--- config.mk ---
export PLATFORM = sky130hd
export DESIGN_NAME = ldm_stm_sequencer
export DESIGN_NICKNAME = d
export VERILOG_FILES = /design/src/rtl/arm_pkg.sv /design/src/rtl/reg_list_scan.sv /design/src/rtl/ldm_stm_sequencer.sv
export SDC_FILE = /design/constraint.sdc
export NUM_CORES = 1
export LEC_CHECK = 0
export ABC_AREA = 1
export BUFFER_PORTS_ARGS = -buffer_cell sky130_fd_sc_hd__buf_2
export CAP_MARGIN = 40
export CORE_MARGIN = 1
export CORE_UTILIZATION = 55
export CTS_BUF_LIST = sky130_fd_sc_hd__clkbuf_2 sky130_fd_sc_hd__clkbuf_4 sky130_fd_sc_hd__clkbuf_8
export DETAILED_ROUTE_END_ITERATION = 7
export PLACE_DENSITY = 0.84
export SLEW_MARGIN = 25
export SYNTH_ARGS = -nofsm -noshare
export SYNTH_HDL_FRONTEND = slang
export SYNTH_HIERARCHICAL = 1
export SYNTH_SLANG_ARGS = --single-unit
--- constraint.sdc ---
create_clock -name clk -period 8.01 [get_ports clk]
set_clock_uncertainty 0.1 [all_clocks]
set_input_delay 1.602 -clock clk [delete_from_list [all_inputs] [get_ports clk]]
set_output_delay 1.602 -clock clk [all_outputs]
set_load 0.005 [all_outputs]
--- src/rtl/arm_pkg.sv ---
// rtl/arm_pkg.sv - shared widths, state and addressing-mode encodings for the LDM/STM sequencer
//
// Purpose : common definitions imported by ldm_stm_sequencer and reg_list_scan.
// Contents: WORD_SIZE / NUM_REGS / ADDR_WIDTH defaults,
//           seq_state_t (sequencer FSM states),
//           am_mode_t   (block addressing mode, encoded as {P,U}).
package arm_pkg;

  localparam int WORD_SIZE  = 32;
  localparam int NUM_REGS   = 16;
  localparam int ADDR_WIDTH = 4;

  typedef enum logic [1:0] {
    ST_IDLE = 2'd0,
    ST_XFER = 2'd1,
    ST_WB   = 2'd2,
    ST_DONE = 2'd3
  } seq_state_t;

  // {P,U}: P = adjust before access, U = ascending from base.
  typedef enum logic [1:0] {
    MODE_DA = 2'b00,
    MODE_IA = 2'b01,
    MODE_DB = 2'b10,
    MODE_IB = 2'b11
  } am_mode_t;

endpackage

--- src/rtl/reg_list_scan.sv ---
// rtl/reg_list_scan.sv - lowest-set-bit finder plus popcount of the remaining mask
//
// Purpose : purely combinational helper for the sequencer. Given a register
//           mask it reports the lowest set index, the mask with that bit
//           cleared, and how many bits are still set after clearing it.
// Ports   : mask       in  NUM_REGS    register mask to scan
//           any        out 1           mask has at least one bit set
//           idx        out ADDR_WIDTH  index of the lowest set bit (0 if none)
//           rest       out NUM_REGS    mask with the lowest set bit cleared
//           rest_count out CNT_W       popcount(rest)
module reg_list_scan #(
  parameter int NUM_REGS   = 16,
  parameter int ADDR_WIDTH = 4,
  parameter int CNT_W      = $clog2(NUM_REGS + 1)
) (
  input  logic [NUM_REGS-1:0]   mask,
  output logic                  any,
  output logic [ADDR_WIDTH-1:0] idx,
  output logic [NUM_REGS-1:0]   rest,
  output logic [CNT_W-1:0]      rest_count
);

  logic [CNT_W-1:0] cnt;

  assign any = |mask;

  // Clearing the lowest set bit: x & (x - 1).
  assign rest = mask & (mask - NUM_REGS'(1));

  // Walk from the top down so the last hit is the lowest index.
  always_comb begin
    idx = '0;
    for (int i = NUM_REGS - 1; i >= 0; i--) begin
      if (mask[i]) begin
        idx = ADDR_WIDTH'(i);
      end
    end
  end

  always_comb begin
    cnt = '0;
    for (int i = 0; i < NUM_REGS; i++) begin
      cnt = cnt + CNT_W'(rest[i]);
    end
  end

  assign rest_count = cnt;

endmodule

--- src/rtl/ldm_stm_sequencer.sv ---
// rtl/ldm_stm_sequencer.sv - ARM-style LDM/STM block transfer sequencer
//
// Purpose : walks a register list in ascending order, issuing one memory
//           word transfer per listed register, with optional base writeback.
// Config  : SEQ_BASE_WRITEBACK_EN - when defined, the WB state updates the
//           base register; when undefined, wb is ignored and XFER goes
//           straight to DONE.
// Ports   : clk, reset (async, active low)
//           start/is_load/mode/wb/base_reg/base_val/reg_list  request, latched in IDLE
//           busy, done                                        status
//           mem_req/mem_we/mem_addr/mem_wdata                 memory request
//           mem_rdata/mem_ready                               memory response
//           rf_rd_addr/rf_rd_data                             register read port (store data)
//           rf_we/rf_wr_addr/rf_wr_data                       register write port (load data, writeback)
module ldm_stm_sequencer #(
  parameter int WORD_SIZE  = arm_pkg::WORD_SIZE,
  parameter int NUM_REGS   = arm_pkg::NUM_REGS,
  parameter int ADDR_WIDTH = arm_pkg::ADDR_WIDTH
) (
  input  logic                  clk,
  input  logic                  reset,
  input  logic                  start,
  input  logic                  is_load,
  input  logic [1:0]            mode,
  input  logic                  wb,
  input  logic [ADDR_WIDTH-1:0] base_reg,
  input  logic [WORD_SIZE-1:0]  base_val,
  input  logic [NUM_REGS-1:0]   reg_list,
  output logic                  busy,
  output logic                  done,
  output logic                  mem_req,
  output logic                  mem_we,
  output logic [WORD_SIZE-1:0]  mem_addr,
  output logic [WORD_SIZE-1:0]  mem_wdata,
  input  logic [WORD_SIZE-1:0]  mem_rdata,
  input  logic                  mem_ready,
  output logic [ADDR_WIDTH-1:0] rf_rd_addr,
  input  logic [WORD_SIZE-1:0]  rf_rd_data,
  output logic                  rf_we,
  output logic [ADDR_WIDTH-1:0] rf_wr_addr,
  output logic [WORD_SIZE-1:0]  rf_wr_data
);

  import arm_pkg::*;

  localparam int CNT_W = $clog2(NUM_REGS + 1);

  seq_state_t state;

  logic                  is_load_q;
  logic                  busy_q;
  logic                  done_q;
  logic                  mem_we_q;
  logic [NUM_REGS-1:0]   mask_q;
  logic [WORD_SIZE-1:0]  mem_addr_q;

  logic                  wb_do_q;
  logic [ADDR_WIDTH-1:0] base_reg_q;
  logic [WORD_SIZE-1:0]  wb_data_q;
  logic                  wb_state;

  logic [NUM_REGS-1:0]   scan_mask;
  logic                  scan_any;
  logic [ADDR_WIDTH-1:0] scan_idx;
  logic [NUM_REGS-1:0]   scan_rest;
  logic [CNT_W-1:0]      scan_rest_cnt;

  logic [CNT_W-1:0]      list_cnt;
  logic [WORD_SIZE-1:0]  span;
  logic [WORD_SIZE-1:0]  start_addr;

  logic                  xfer_hs;
  logic                  store_xfer;
  logic                  load_hs;

  // One scanner serves both jobs: in IDLE it counts the incoming list,
  // in XFER it picks the current register out of the remaining mask.
  assign scan_mask = (state == ST_XFER) ? mask_q : reg_list;

  reg_list_scan #(
    .NUM_REGS   (NUM_REGS),
    .ADDR_WIDTH (ADDR_WIDTH),
    .CNT_W      (CNT_W)
  ) u_scan (
    .mask       (scan_mask),
    .any        (scan_any),
    .idx        (scan_idx),
    .rest       (scan_rest),
    .rest_count (scan_rest_cnt)
  );

  assign list_cnt = scan_rest_cnt + CNT_W'(scan_any);
  assign span     = WORD_SIZE'(list_cnt) << 2;

  // Lowest address touched; the walk always ascends from here.
  always_comb begin
    start_addr = base_val;
    case (am_mode_t'(mode))
      MODE_IA: start_addr = base_val;
      MODE_IB: start_addr = base_val + WORD_SIZE'(4);
      MODE_DA: start_addr = base_val - span + WORD_SIZE'(4);
      MODE_DB: start_addr = base_val - span;
      default: start_addr = base_val;
    endcase
  end

  assign xfer_hs    = (state == ST_XFER) && mem_ready;
  assign store_xfer = (state == ST_XFER) && !is_load_q;
  assign load_hs    = xfer_hs && is_load_q;

`ifdef SEQ_BASE_WRITEBACK_EN
  // Writeback is decided at start: skipped for an empty list, and for a
  // load that also fetches the base register so the loaded value survives.
  always_ff @(posedge clk or negedge reset) begin
    if (!reset) begin
      wb_do_q    <= 1'b0;
      base_reg_q <= '0;
      wb_data_q  <= '0;
    end else if (state == ST_IDLE && start) begin
      wb_do_q    <= wb && scan_any && !(is_load && reg_list[base_reg]);
      base_reg_q <= base_reg;
      wb_data_q  <= mode[0] ? (base_val + span) : (base_val - span);
    end
  end

  assign wb_state = (state == ST_WB);
`else
  logic unused_wb;

  assign wb_do_q    = 1'b0;
  assign base_reg_q = '0;
  assign wb_data_q  = '0;
  assign wb_state   = 1'b0;
  assign unused_wb  = ^{wb, base_reg};
`endif

  always_ff @(posedge clk or negedge reset) begin
    if (!reset) begin
      state      <= ST_IDLE;
      is_load_q  <= 1'b0;
      busy_q     <= 1'b0;
      done_q     <= 1'b0;
      mem_we_q   <= 1'b0;
      mask_q     <= '0;
      mem_addr_q <= '0;
    end else begin
      done_q <= 1'b0;
      case (state)
        ST_IDLE: begin
          if (start) begin
            is_load_q <= is_load;
            mask_q    <= reg_list;
            busy_q    <= 1'b1;
            if (scan_any) begin
              state      <= ST_XFER;
              mem_addr_q <= start_addr;
              mem_we_q   <= !is_load;
            end else begin
              state <= ST_DONE;
            end
          end
        end
        ST_XFER: begin
          if (mem_ready) begin
            mask_q     <= scan_rest;
            mem_addr_q <= mem_addr_q + WORD_SIZE'(4);
            if (scan_rest == '0) begin
              mem_addr_q <= '0;
              mem_we_q   <= 1'b0;
              state      <= wb_do_q ? ST_WB : ST_DONE;
            end
          end
        end
        ST_WB: begin
          state <= ST_DONE;
        end
        ST_DONE: begin
          state  <= ST_IDLE;
          done_q <= 1'b1;
          busy_q <= 1'b0;
        end
        default: begin
          state <= ST_IDLE;
        end
      endcase
    end
  end

  assign busy       = busy_q;
  assign done       = done_q;
  assign mem_req    = (state == ST_XFER);
  assign mem_we     = mem_we_q;
  assign mem_addr   = mem_addr_q;
  assign rf_rd_addr = store_xfer ? scan_idx : '0;
  assign mem_wdata  = store_xfer ? rf_rd_data : '0;
  assign rf_we      = load_hs || wb_state;
  assign rf_wr_addr = wb_state ? base_reg_q : (load_hs ? scan_idx : '0);
  assign rf_wr_data = wb_state ? wb_data_q : (load_hs ? mem_rdata : '0);

endmodule
== Word-level counts from Yosys, hierarchy flattened ==
Cells that the tools add are included.
Cells by class
  equal/unequal tests: 10
  multiplexer cells: 43
  bitwise gates (word level): 1
  $add $sub $neg: 21
  reduce and logical (&&, ||, !) cells: 17
Operators by type and width (number)
  2-to-1 mux 32 bit: 6
  one-hot mux 32 bit (4 select lines): 1
  adder 32 x 3 -> 32 bit (second input constant): 3
  adder 5 x 1 -> 5 bit: 15
  2-to-1 mux 4 bit: 18
  one-hot mux 32 bit (2 select lines): 1
  2-to-1 mux 16 bit: 3
  one-hot mux 16 bit (2 select lines): 1
  subtractor 32 x 7 -> 32 bit: 1
  bitwise AND 16 bit: 1
  zero test 16 bit: 1
  OR reduction 16 bit: 1
  subtractor 16 x 1 -> 16 bit (second input constant): 1
  equality test 2 bit (second input constant): 4
  2-to-1 mux 2 bit: 4
  one-hot mux 2 bit (4 select lines): 1
  2-to-1 mux 1 bit: 6
  AND reduction 3 bit: 2
  AND reduction 5 bit: 1
  equality test 2 x 1 -> 1 bit (second input constant): 2
  zero test 2 bit: 2
  inequality test 2 x 1 -> 1 bit (second input constant): 2
  inequality test 2 bit (second input constant): 2
  one-hot mux 1 bit (2 select lines): 2
  6 further kinds: 11
Storage, ports and cells
  bits in registers: 54
  output and inout port bits: 109
  word-level logic and storage cells: 99
  input port bits: 124

== Longest topological paths before layout ==
  depth after elaboration: 26
  gate-level depth with buffers: 46
  depth with buffers taken out: 45

== Cells and area by module ==
The synthesis kept the hierarchy.
Modules (own cells, without submodules)
  ldm_stm_sequencer: area each 7190.6 um^2, cells each 1315, sequential area each 1351.3 um^2, instances 1
  reg_list_scan: area each 728.2 um^2, cells each 119, sequential area each 0.0 um^2, instances 1

== Worst setup path after synthesis ==
Ideal clock, no wire load.
  kind: input port to flip-flop
  from: in reg_list[0]
  to: reg mem_addr_q[24], in the netlist mem_addr[24]
  buffers on the path: 0
  data arrival time: 7690 ps
  path slack: 102 ps
  required time: 7792 ps
  stages on the path: 37
  setup time: 118 ps
  path through: nand2_1 o21ai_0 nor2_4 nand2_4 nor2_4 inv_2 nor2_4 nand2_2 o21ai_2 fa_1 fa_1 fa_1 inv_1 fa_1 ha_1 inv_1 fa_1 inv_1 ha_1 fa_1 inv_1 nand2_1 nand2_1 ha_1 inv_1 a21oi_1 nand3_1 nor2_2 nand2_2 nor2_4 nand2_2 nor2_4 nand3_1 nand3_1 nand3_1 a21oi_1 nor2_1
On the way
  word-level cells in the longest chain between the ends: 25
  elaborated cells between the ends (all ways): 31
  those cells by class: add/sub (19); eq/ne (1); mux (7); bitwise (1); reduce/logical (3)
RTL lines
  from (decl): line ldm_stm_sequencer.sv:28  | input logic [NUM_REGS-1:0] reg_list,
  2-to-1 mux 16 bit *: line ldm_stm_sequencer.sv:78  | assign scan_mask = (state == ST_XFER) ? mask_q : reg_list;
  named net scan_mask[0]: line ldm_stm_sequencer.sv:62  | logic [NUM_REGS-1:0] scan_mask;
  subtractor 16 x 1 -> 16 bit: line reg_list_scan.sv:28  | assign rest = mask & (mask - NUM_REGS'(1));
  bitwise AND 16 bit *: line reg_list_scan.sv:28
  adder 1 x 1 -> 2 bit: line reg_list_scan.sv:43  | cnt = cnt + CNT_W'(rest[i]);
  adder 5 x 1 -> 5 bit (13 in a row): line reg_list_scan.sv:43
  adder 5 x 1 -> 5 bit *: line reg_list_scan.sv:43
  named net scan_rest_cnt[1]: line ldm_stm_sequencer.sv:66  | logic [CNT_W-1:0] scan_rest_cnt;
  adder 5 x 1 -> 5 bit *: line ldm_stm_sequencer.sv:92  | assign list_cnt = scan_rest_cnt + CNT_W'(scan_any);
  subtractor 32 x 7 -> 32 bit *: line ldm_stm_sequencer.sv:101, ldm_stm_sequencer.sv:102
  adder 32 x 3 -> 32 bit: line ldm_stm_sequencer.sv:101  | MODE_DA: start_addr = base_val - span + WORD_SIZE'(4);
  one-hot mux 32 bit (4 select lines) *: line ldm_stm_sequencer.sv:98  | case (am_mode_t'(mode))
  2-to-1 mux 32 bit *: line ldm_stm_sequencer.sv:154  | if (scan_any) begin
  2-to-1 mux 32 bit *: line ldm_stm_sequencer.sv:150  | if (start) begin
  one-hot mux 32 bit (2 select lines) *: line ldm_stm_sequencer.sv:148  | case (state)
  to (signal assigned): line ldm_stm_sequencer.sv:156  | mem_addr_q <= start_addr;
  to (signal assigned): line ldm_stm_sequencer.sv:166  | mem_addr_q <= mem_addr_q + WORD_SIZE'(4);
  to (decl): line ldm_stm_sequencer.sv:55  | logic [WORD_SIZE-1:0] mem_addr_q;
The timed path passes the listed nets; every way through them passes the cells marked *. The select of a mux whose other input is x is not followed.
A chain may end at the register's enable or synchronous reset.

== Final worst setup path ==
  from: in reg_list[7]
  to: reg mem_addr_q[15], in the netlist mem_addr[15]
On the way
  word-level cells in the longest chain between the ends: 19
  elaborated cells between the ends (all ways): 25
  those cells by class: add/sub (13); eq/ne (1); mux (7); bitwise (1); reduce/logical (3)
RTL lines (line)
  2-to-1 mux 16 bit *: ldm_stm_sequencer.sv:78
  named net scan_mask[7]: ldm_stm_sequencer.sv:62
  subtractor 16 x 1 -> 16 bit: reg_list_scan.sv:28
  bitwise AND 16 bit *: reg_list_scan.sv:28
  adder 5 x 1 -> 5 bit (8 in a row): reg_list_scan.sv:43
  adder 5 x 1 -> 5 bit *: reg_list_scan.sv:43
  named net scan_rest_cnt[1]: ldm_stm_sequencer.sv:66
  adder 5 x 1 -> 5 bit *: ldm_stm_sequencer.sv:92
  subtractor 32 x 7 -> 32 bit *: ldm_stm_sequencer.sv:101, ldm_stm_sequencer.sv:102
  adder 32 x 3 -> 32 bit: ldm_stm_sequencer.sv:101
  one-hot mux 32 bit (4 select lines) *: ldm_stm_sequencer.sv:98
  2-to-1 mux 32 bit *: ldm_stm_sequencer.sv:154
  2-to-1 mux 32 bit *: ldm_stm_sequencer.sv:150
  one-hot mux 32 bit (2 select lines) *: ldm_stm_sequencer.sv:148
Marked as above.

==> results by group <==
Logic synthesis
  • Post-synthesis sequential element count: 54
  • Net count after synthesis: between 1.5k and 2k
  • Synthesized instance count: 1,434
  • Sequential area share after synthesis: roughly 17%
  • Cell Area, Synth: 7920 um^2
  • Unique masters post-synth: between 50 and 60
  • Syn Area/Cell: about 5.5 um^2
  • Yosys Warn Count: 6

Clock network
  • Clk pin slew, worst setup/hold paths: between 0.1 and 0.15 ns
  • CTS H-Tree Depth: 2
  • TritonCTS Buffers: 5
  • Clock sinks: 54
  • Max Root-Sink Buffers: 2
  • Clock Tree Root: clkbuf_8
  • CTS tree: done
  • Skew-Pair Late Insertion Delay: between 0.3 and 0.4 ns
  • Hold Buf Count CTS: 0

Timing
  • Fmax: 123 MHz
  • RSZ-0062 raised after global routing: yes
  • Final setup viols: 10
  • Measured slew at the worst slew-check pin: between 0.7 and 0.8 ns
  • Final Hold Viols: 0
  • Final Cycle Share: 101%
  • Relative slew slack: between 40% and 50%
  • Setup WS post-layout: -0.119 ns
  • Slew Viols, Final: 0
  • Tmin final: between 8 and 9 ns

Cells and area
  • Share of layout cells above drive strength 1: a little over a third
  • Fin nets: between 1.5k and 2k
  • Layout area overhead: 43.4%
  • Number of fill cells: between 1k and 1.5k
  • Antenna cell count: 0
  • End-of-flow core utilization: between 80% and 90%

Worst setup path
  • Most frequent CP cell: nand2_2
  • Worst EP arrival: a little over 8 ns
  • RR Endpoint: mem_addr[15]
  • Critical path class: primary input to register
  • CP endpoint kind: register
  • Crit Reg-Reg Startpoint: state[1]
  • Critical path's slowest cell: fa_2
  • CP required: approximately 8.2 ns
  • Setup crit end: mem_addr[15]
  • Worst reg-to-reg path cell count: 40
  • CP max stage delay: around 0.54 ns
  • Critical Path Source: reg_list[7]
  • R2r setup slk: around 0.17 ns
  • Startpoint type of the worst setup path: primary input
  • Worst-path maximum fanout: 7

Die
  • Core ar.: about 14,000 um^2
  • Starting Density: a little under three fifths
  • Die ar.: 14,900 um^2
  • # rows: 43
  • # IOs: roughly 230
  • DIE WIDTH: 122 um
  • Die H: 122 um

Outcome
  • Failing checks: setup timing
  • Status: finished with violations

Detailed routing
  • Antenna viol nets, final: 0
  • Drt first-iter violations: 1,368
  • Via density: 5.58
  • First-pass iteration count of the detailed router: 7
  • Via count: approximately 11k
  • Routed WL: 30,200 um
  • Wirelength per Cell: roughly 15 um
  • Drt drc: 0

Global route
  • Vias in the first global route: ~9k
  • Antenna violations before repair: 0
  • Largest net degree at the start of global routing: 58
  • Total GRT Usage: 35.8%
  • GR Overflow Total: 0
  • Global-route wire length before repair: 42,600 um

Place
  • Placed wire-length estimate: 21,100 um
  • PortBufs: approximately 230
  • Final GP Congestion: ~1

Run
  • Max_cap viols: 0

Min path
  • Min-delay worst type: register to register
## layout make-up
| cell class | count | area [um^2] | area share (%) |
|---|---|---|---|
| Sequential cell | 54 | 1350 | 11.9 |
| Clock inverter | 3 | 45.0 | 0.397 |
| Timing Repair Buffer | 385 | 2430 | 21.4 |
| Tap cell | 180 | 225 | 1.98 |
| Multi-Input combinational cell | 1065 | 6210 | 54.7 |
| Clock buffer | 5 | 68.8 | 0.606 |
| Inverter | 271 | 1030 | 9.05 |
## routing by layer
metal	wire, um	global-route usage (%)	part of all wire [%]
met1	11900	52.2	39
met2	14000	56.5	46
met3	3270	3.42	11
met4	1070	8.02	3.5
met5	0	0	0
## critical path: cells and delay by family
family	cells	cell delay [ns]
fa+ha+maj	8	3.33
simple gates	18	2.06
compound gates	4	0.71
buf+inv	7	0.57
## sequential cells by signal (all words and copies together) (netlist names)
register,flops
busy,1
is_load_q,1
mem_addr,32
mask_q,16
mem_we,1
done,1
state,2
## cell usage after synthesis (all sizes together)
cell type | number | area, um^2
a211oi | 2 | 20.0
a21boi | 1 | 7.51
a21oi | 81 | 420
a221oi | 1 | 8.76
a22oi | 3 | 22.5
a31o | 1 | 8.76
a31oi | 11 | 68.8
and2 | 1 | 6.26
buf | 15 | 71.3
clkbuf | 29 | 109
clkinv | 4 | 15.0
conb | 1 | 3.75
dfrtp | 54 | 1350
fa | 10 | 200
ha | 22 | 275
inv | 267 | 1000
nand2 | 368 | 1450
nand3 | 152 | 823
nand3b | 2 | 15.0
nand4 | 26 | 169
nor2 | 250 | 1100
nor3 | 9 | 61.3
nor3b | 1 | 7.51
nor4 | 2 | 12.5
o211ai | 12 | 90.1
o21ai | 90 | 454
o21bai | 1 | 7.51
o22ai | 1 | 6.26
o311ai | 1 | 8.76
o31ai | 3 | 22.5
or2 | 2 | 12.5
or3 | 1 | 6.26
xnor2 | 5 | 43.8
xor2 | 5 | 43.8
## stage by stage
step	cell area, um^2	worst slack (ns)	TNS (ns)	hold slack [ns]	instances
detailed placement	10100	-0.588	-12.17	0.384	1926
finish	11400	-0.119	-0.363	0.408	1963
CTS	10300	0.000332	0	0.411	1939
global route	11400	-0.329	-5.31	0.438	1963
global placement	10100	-0.439	-8.12	0.375	1924
floorplan	7920	0.102	0	0.388	1434
## cells in the final DEF, fill, tap and decap left out, drive strengths merged, types with 2 or more instances in the layout
cell and count:
clkinv 4, clkbuf 5, xor2 5, inv 267, nor4 2, o31ai 3
nor2 250, fa 10, buf 385, ha 22, nand4 26, a22oi 3
clkinvlp 2, o21ai 90, or2 2, o211ai 12, nand3 152, nand2 368
xnor2 5, dfrtp 54, a31oi 11, nand3b 2, a211oi 2, nor3 9
a21oi 81
## worst min path at each step
stage | cells after the start | end | slack [ns] | start
after floorplan | 2 | busy | 0.39 | busy
after global placement | 2 | mem_addr[0] | 0.38 | mem_addr[0]
after detailed placement | 2 | mem_addr[0] | 0.38 | mem_addr[0]
after CTS | 2 | mem_addr[0] | 0.41 | mem_addr[0]
after global routing | 2 | mem_addr[0] | 0.44 | mem_addr[0]
final | 2 | mem_addr[0] | 0.41 | mem_addr[0]
## logic make-up (layout without fill, tap and decap cells)
family / after synthesis / after routing / synth area share [%]
AO/OA/AOI/OAI: 208 / 208 / 14.5
flip-flops: 54 / 54 / 17.1
other: 1 / 1 / 0.0474
adder cells (fa/ha/maj): 32 / 32 / 6.00
AND/OR/NAND/NOR: 814 / 814 / 46.2
buffers and inverters: 315 / 664 / 15.1
XOR/XNOR: 10 / 10 / 1.11
## timing repair
item,4_1_cts,5_1_grt
buffers inserted,5,24
pin swaps,17,106
setup endpoints to repair,22,26
gates resized for setup,27,217
Power is left out: the tool's default activity adds up to more than one toggle a clock period on the data nets, which glitch-free logic cannot reach.
